==> src/rtl/countdown_ctrl.sv <==
// countdown_ctrl
//   Control stage in front of the DOWN_CNT digit chain of a countdown timer.
//   It divides clk_i down to a tick, passes that tick to the counter chain as
//   cnt_ce_o only while the timer is running, and decodes the START/LOAD
//   buttons. It also watches zero_i to detect expiry and drives an alarm that
//   lasts a fixed number of ticks.
//
//   Ports
//     clk_i        system clock, rising edge
//     clr_i        synchronous active-high reset, overrides every other input
//     btn_start_i  1-cycle pulse: start / pause / resume / acknowledge alarm
//     btn_load_i   1-cycle pulse: reload the counter chain to its preset
//     zero_i       level from the registered counter chain: all digits == 0
//     cnt_ce_o     count enable to the least-significant DOWN_CNT, 1 cycle per tick
//     cnt_clr_o    registered 1-cycle reload pulse to every DOWN_CNT
//     running_o    high in RUN
//     alarm_o      high in ALARM
//     tick_o       1-cycle pulse at each prescaler wrap in RUN/ALARM (display blink)
//
//   state    | meaning
//   ---------+--------------------------------------------------------
//   ST_IDLE  | stopped, prescaler forced to 0, waiting for START/LOAD
//   ST_RUN   | prescaler counting, cnt_ce_o issued on every wrap
//   ST_PAUSE | prescaler frozen at its current value
//   ST_ALARM | counter expired, alarm held for ALARM_LEN ticks
module countdown_ctrl #(
    parameter int unsigned PRESCALE  = 100_000_000,
    parameter int unsigned ALARM_LEN = 10
) (
    input  logic clk_i,
    input  logic clr_i,
    input  logic btn_start_i,
    input  logic btn_load_i,
    input  logic zero_i,
    output logic cnt_ce_o,
    output logic cnt_clr_o,
    output logic running_o,
    output logic alarm_o,
    output logic tick_o
);

    localparam int unsigned PW = (PRESCALE > 1) ? $clog2(PRESCALE) : 1;
    localparam int unsigned AW = $clog2(ALARM_LEN + 1);

    localparam logic [PW-1:0] PRESC_MAX  = PW'(PRESCALE - 1);
    localparam logic [AW-1:0] ALARM_LAST = AW'(ALARM_LEN - 1);

    typedef enum logic [1:0] {
        ST_IDLE  = 2'd0,
        ST_RUN   = 2'd1,
        ST_PAUSE = 2'd2,
        ST_ALARM = 2'd3
    } state_t;

    state_t         state_q, state_d;
    logic [PW-1:0]  presc_q, presc_d;
    logic [AW-1:0]  alarm_cnt_q, alarm_cnt_d;
    logic           cnt_clr_q, cnt_clr_d;

    logic           presc_wrap;
    logic [PW-1:0]  presc_next;
    logic           start_eff;

    assign presc_wrap = (presc_q == PRESC_MAX);
    assign presc_next = presc_wrap ? '0 : presc_q + PW'(1);

    // LOAD takes priority: a START arriving together with LOAD is dropped.
    assign start_eff  = btn_start_i & ~btn_load_i;

    always_ff @(posedge clk_i) begin
        if (clr_i) begin
            state_q     <= ST_IDLE;
            presc_q     <= '0;
            alarm_cnt_q <= '0;
            cnt_clr_q   <= 1'b0;
        end else begin
            state_q     <= state_d;
            presc_q     <= presc_d;
            alarm_cnt_q <= alarm_cnt_d;
            cnt_clr_q   <= cnt_clr_d;
        end
    end

    always_comb begin
        state_d     = state_q;
        presc_d     = presc_q;
        alarm_cnt_d = alarm_cnt_q;
        cnt_clr_d   = 1'b0;

        case (state_q)
            ST_IDLE: begin
                presc_d     = '0;
                alarm_cnt_d = '0;
                if (btn_load_i) begin
                    cnt_clr_d = 1'b1;
                end else if (start_eff && !zero_i) begin
                    state_d = ST_RUN;
                end
            end

            ST_RUN: begin
                // Expiry beats everything; LOAD is ignored here, the user
                // has to pause first.
                if (zero_i) begin
                    state_d     = ST_ALARM;
                    presc_d     = '0;
                    alarm_cnt_d = '0;
                end else if (start_eff) begin
                    state_d = ST_PAUSE;
                end else begin
                    presc_d = presc_next;
                end
            end

            ST_PAUSE: begin
                if (btn_load_i) begin
                    state_d   = ST_IDLE;
                    presc_d   = '0;
                    cnt_clr_d = 1'b1;
                end else if (start_eff) begin
                    if (zero_i) begin
                        state_d = ST_IDLE;
                        presc_d = '0;
                    end else begin
                        state_d = ST_RUN;
                    end
                end
            end

            ST_ALARM: begin
                if (btn_load_i) begin
                    state_d   = ST_IDLE;
                    presc_d   = '0;
                    cnt_clr_d = 1'b1;
                end else if (start_eff) begin
                    state_d = ST_IDLE;
                    presc_d = '0;
                end else begin
                    presc_d = presc_next;
                    if (presc_wrap) begin
                        if (alarm_cnt_q == ALARM_LAST) begin
                            state_d = ST_IDLE;
                            presc_d = '0;
                        end else begin
                            alarm_cnt_d = alarm_cnt_q + AW'(1);
                        end
                    end
                end
            end

            default: begin
                state_d     = ST_IDLE;
                presc_d     = '0;
                alarm_cnt_d = '0;
            end
        endcase
    end

    // The strobes are masked by clr_i in the same cycle, so a CE already
    // decoded from the registers never reaches the counter chain while the
    // block is being reset.
    assign cnt_ce_o  = ~clr_i & (state_q == ST_RUN) & presc_wrap & ~zero_i;
    assign tick_o    = ~clr_i & ((state_q == ST_RUN) | (state_q == ST_ALARM)) & presc_wrap;
    assign running_o = (state_q == ST_RUN);
    assign alarm_o   = (state_q == ST_ALARM);
    assign cnt_clr_o = cnt_clr_q;

endmodule

==> config.mk <==
export PLATFORM = sky130hd
export DESIGN_NAME = countdown_ctrl
export DESIGN_NICKNAME = d
export VERILOG_FILES = /design/src/rtl/countdown_ctrl.sv
export SDC_FILE = /design/constraint.sdc
export NUM_CORES = 1
export LEC_CHECK = 0
export ABC_AREA = 1
export CAP_MARGIN = 5
export CORE_UTILIZATION = 60
export DETAILED_ROUTE_END_ITERATION = 12
export DONT_BUFFER_PORTS = 1
export PLACE_DENSITY = 0.84
export SYNTH_ARGS = -nofsm -noshare
export SYNTH_HDL_FRONTEND = slang
export SYNTH_SLANG_ARGS = --single-unit
export TNS_END_PERCENT = 50
==> constraint.sdc <==
create_clock -name clk_i -period 3.2 [get_ports clk_i]
set_input_delay 0.32 -clock clk_i [delete_from_list [all_inputs] [get_ports clk_i]]
set_output_delay 0.32 -clock clk_i [all_outputs]
set_load 0.1 [all_outputs]
# --- Word-level counts from Yosys, hierarchy flattened ---
# Cells that the tools add are included.
totals:
  word_cells: 74
  register_bits: 34
op_classes:
  n_addsub: 2
  bitwise_logic: 11
  n_mux: 30
  eq_ne: 18
  reduce_logical: 9
op_table:
  columns: ["operator", "n"]
  rows:
  - ["27-bit two-way mux", 10]
  - ["27-bit case mux with 4 select lines", 1]
  - ["27-bit by 1-bit adder with 27-bit output (second input constant)", 1]
  - ["27-bit == test (second input constant)", 1]
  - ["2-bit two-way mux", 10]
  - ["4-bit two-way mux", 5]
  - ["2-bit inequality test (second input constant)", 6]
  - ["4-bit case mux with 3 select lines", 1]
  - ["6-bit AND reduction", 2]
  - ["3-bit inequality test (second input constant)", 3]
  - ["4-bit by 2-bit inequality test with 1-bit output (second input constant)", 2]
  - ["2-bit case mux with 4 select lines", 1]
  - ["1-bit AND", 6]
  - ["4-bit by 1-bit adder with 4-bit output (second input constant)", 1]
  - ["2-bit == test (second input constant)", 2]
  - ["4-bit == test (second input constant)", 1]
  - ["1-bit NOT", 4]
  - ["3-bit by 2-bit inequality test with 1-bit output (second input constant)", 1]
  - ["3-bit AND reduction", 1]
  - ["3-bit nonzero test", 1]
  - ["3-bit OR reduction", 1]
  - ["2-bit by 1-bit == test with 1-bit output (second input constant)", 1]
  - ["2-bit logical NOT", 1]
  - ["1-bit two-way mux", 2]
  - ["5 further kinds", 5]

# --- Logic depth before layout (Yosys ltp) ---
depth:
  depth_word: 7
  mapped_depth: 12
  depth_no_buf: 11

# --- Worst setup path after synthesis ---
# No wires, ideal clock.
synth_timing:
  path_kind: "register -> output"
  from: "register state_q[0]"
  to: "output port cnt_ce_o"
  required_time_ps: 2880
  path_stages_with_launch: 5
  t_arrival_ps: 2438
  path_slack_ps: 442
  n_path_buf: 0
  cell_sequence: "dfxtp_1 inv_2 nor2_4 nand2_1 nor2_1"
synth_between:
  elab_chain_cells: 4
synth_rtl:
  columns: ["item", "line_no", "rtl"]
  rows:
  - ["from (decl)", "55", "state_t state_q, state_d;"]
  - ["from (signal assigned)", "77", "state_q <= state_d;"]
  - ["2-bit by 1-bit == test with 1-bit output", null, null]
  - ["net running_o", "37", "output logic running_o,"]
  - ["1-bit AND (3 in a row)", "162", "assign cnt_ce_o = ~clr_i & (state_q == ST_RUN) & presc_wrap & ~zero_i;"]
  - ["to (decl)", "35", "output logic cnt_ce_o,"]
# The timed path passes the listed nets, and every way through them passes these cells.

# --- Worst setup path in the final report ---
layout_timing:
  from: "register presc_q[14]"
  to: "output port cnt_ce_o"
layout_between:
  elab_chain_cells: 3
layout_rtl:
  columns: ["item", "line_no", "rtl"]
  rows:
  - ["from (decl)", "56", "logic [PW-1:0] presc_q, presc_d;"]
  - ["from (signal assigned)", "78", "presc_q <= presc_d;"]
  - ["27-bit == test", "64", "assign presc_wrap = (presc_q == PRESC_MAX);"]
  - ["1-bit AND (2 in a row)", "162", null]
# Every way passes these cells.

==> impl_results.md <==
- Tmin final: between 2 and 2.5 ns
- Max-cap violations: 0
- Vias in the first global route: roughly 1700
- Reg area: 681 µm²
- Peak supply drop: ~320 µV
- DRC Markers: 0
- Max Slew Vio Count: 0
- Final hold vios: 0
- Crit-path slowest cell: dfxtp_1
- P&R area growth vs syn: 4.95%
- Clock buffer depth: 2
- Max incr delay on CP: around 0.4 ns
- Dpl hpwl: roughly 3100 µm
- Slew @ Worst Pin: about 0.93 ns
- Antenna-violating nets left: 0
- Origin of the critical flop-to-flop path: state_q[1]
- Global-route wire length before repair: just over 7000 µm
- FILL cells: around 270
- Die height: 60.0 µm
- Top Family by Delay on Critical Path: simple AND/OR/NAND/NOR gates
- Finished Core Util: ~68%
- Register-to-Register Path Depth: 9
- Required time worst endpoint: ~2.9 ns
- Worst Path Buf+Inv: 1
- N_diodes: 0
- Largest net degree at the start of global routing: 25
- Commonest non-fill, non-tap cell in the layout: nand2_1
- Hold path endpoint: alarm_cnt_q[2]
- Die area: 0.00360 mm²
- Clock sinks: 34
- Place WS: roughly 1.3 ns
- Final setup viols: 0
- Share of layout cells above drive strength 1: 11.6%
- Core area: ~0.0031 mm²
- Worst Hold Path Cells: 1
- Fin crit share: 69.7%
- Initial Utilization: about 65%
- Clk slew on worst S/H paths: around 0.11 ns
- Post-CTS Resized: 0
- CTS tree: built
- Syn avg cell area: 6.83 µm²
- CP Launch Type: register
- Top-Level Pins: 10
- Worst setup EP type: output pin
- Num rows: 20
- Worst hold path startpoint: clr_i
- Clk root buf: clkbuf_4
- Antenna violations before repair: 0
- Post-synthesis net count: roughly 300
- Global Route Usage Sum: 26.6%
- Clock H-tree levels: 2
- Port Buffers: 0
- WP data arrival: about 1.9 ns
- Critical-path cell list: nand2_1, nor2_1, nand2_1, nor2_1, nand3_1, nor2_2, buf_4
- Final wirelength: between 4000 and 5000 µm
- Status: complete, no violations
- Pleak: approximately 0.77 nW
- HP Class: in -> reg
- Final Wtd Congestion: around 0.91
- Share of the synthesized area in the top cell type: approximately a third
- Drt initial violations: between 100 and 150
- Synth Warn #: 0
- Post-Route Skew: approximately 0.0097 ns
- Wire per inst: between 10 and 15 µm
- Gr ovfl total: 0
- Kind of critical path: reg -> out
- Vias after detailed routing: between 1500 and 2000
- Setup tns final: 0 ns
- Sequential area share after synthesis: 33.7%
- Layout Nets: 310
- Max-slew headroom: a little under two fifths
- Yosys cell types: 26
- #FFs+latches synth: 34
- Vias per cell: 5.34
- Multi-input combinational cell area: between 0.001 and 0.0015 mm²
- Largest cells by area after synthesis: dfxtp_1 (34%), nand2_1 (12%), nor2_1 (11%)
- R2R Setup Slk: approximately 1.3 ns
- Mapped Cells: between 200 and 300
- Unrepaired setup endpoints after global routing: false
- PwrDens: 392 mW/mm²
- Leading area contributor after synthesis: dfxtp_1
- Die Width: between 60 and 70 µm
- Reg-to-reg endpoint: presc_q[7]
- Post-CTS Hold Buffers: 0
- Achievable frequency: ~450 MHz
- Postcts setup bufs: 0
- Clk_lat worst skew: roughly 0.34 ns
- Crit path max fanout: 4
- 1st-pass router iterations: 4
- Commonest cells after routing, fill and taps aside: nand2_1 (64), nor2_1 (55), dfxtp_1 (34)
- CTS Buf Count: 5
- Mapped cell area: just over 0.002 mm²
- Final WS setup: ~0.97 ns
-- flip-flops by register name (all words and copies together) (netlist names) --
register	count
presc_q	27
alarm_cnt_q	4
state_q	2
cnt_clr_o	1
-- logic make-up (layout without fill, tap and decap cells) --
group / Yosys count / in the layout / share of synthesized area (%)
AND/OR/NAND/NOR: 188 / 188 / 43.2
flip-flops: 34 / 34 / 33.7
buffers and inverters: 33 / 40 / 7.68
adder cells (fa/ha/maj): 3 / 3 / 1.86
XOR/XNOR: 17 / 17 / 8.11
AO/OA/AOI/OAI: 21 / 21 / 5.45
-- cell type report --
cell class	count	area share, %
clock buffer	7	2.60
clock inverter	1	0.236
inverter	28	4.96
multi-input combinational	229	56.1
sequential	34	32.1
tap	44	2.60
timing repair buffer	4	1.42
-- power by group --
| part | switching [mW] | leakage (nW) | internal (mW) |
|---|---|---|---|
| Clock | 0.149 | 0.0353 | 0.106 |
| Sequential | 0.0185 | 0.275 | 0.432 |
| Combinational | 0.0924 | 0.458 | 0.0323 |
-- through the flow --
step	std cells	power (mW)	hold slack, ns	area (µm²)
after global placement	339	0.582	0.391	2060
after detailed placement	339	0.584	0.392	2060
after floorplan	296	0.569	0.389	2020
final	347	0.830	0.0220	2120
after CTS	347	0.834	0.0150	2120
after global routing	347	0.870	0.00490	2120
-- how the worst max path moves through the flow --
stage,startpoint,end,slack [ns],cells past startpoint
5_1_grt,presc_q[14],cnt_ce_o,0.80,7
4_1_cts,presc_q[14],cnt_ce_o,0.99,7
3_5_place_dp,state_q[1],presc_q[3],1.28,9
2_1_floorplan,state_q[0],cnt_ce_o,0.44,4
3_3_place_gp,state_q[1],presc_q[7],1.37,9
6_report,presc_q[14],cnt_ce_o,0.97,7
-- layer usage --
| metal | vias to the layer above | share of wire [%] | wire length (µm) | track usage (%) |
|---|---|---|---|---|
| li1 | 961 | - | - | - |
| met1 | 840 | 44 | 1840 | 32.4 |
| met5 | - | 0 | 0 | 0 |
| met2 | 41 | 49 | 2050 | 43.8 |
| met3 | 10 | 5.0 | 210 | 6.71 |
| met4 | 0 | 2.0 | 85 | 12.0 |
-- cell usage after synthesis --
cell / number
a21o_1: 1
a21oi_1: 12
and3_1: 1
buf_2: 1
buf_6: 4
dfxtp_1: 34
ha_1: 3
inv_1: 25
inv_2: 3
nand2_1: 64
nand2_2: 4
nand2_4: 4
nand3_1: 26
nand3b_1: 5
nand4_1: 4
nor2_1: 57
nor2_2: 5
nor2_4: 1
nor3_1: 11
nor3_2: 3
nor3b_1: 3
o21ai_0: 7
o21bai_1: 1
xnor2_1: 2
xor2_1: 13
xor2_2: 2
No activity file was read; power rests on OpenSTA's default activity.
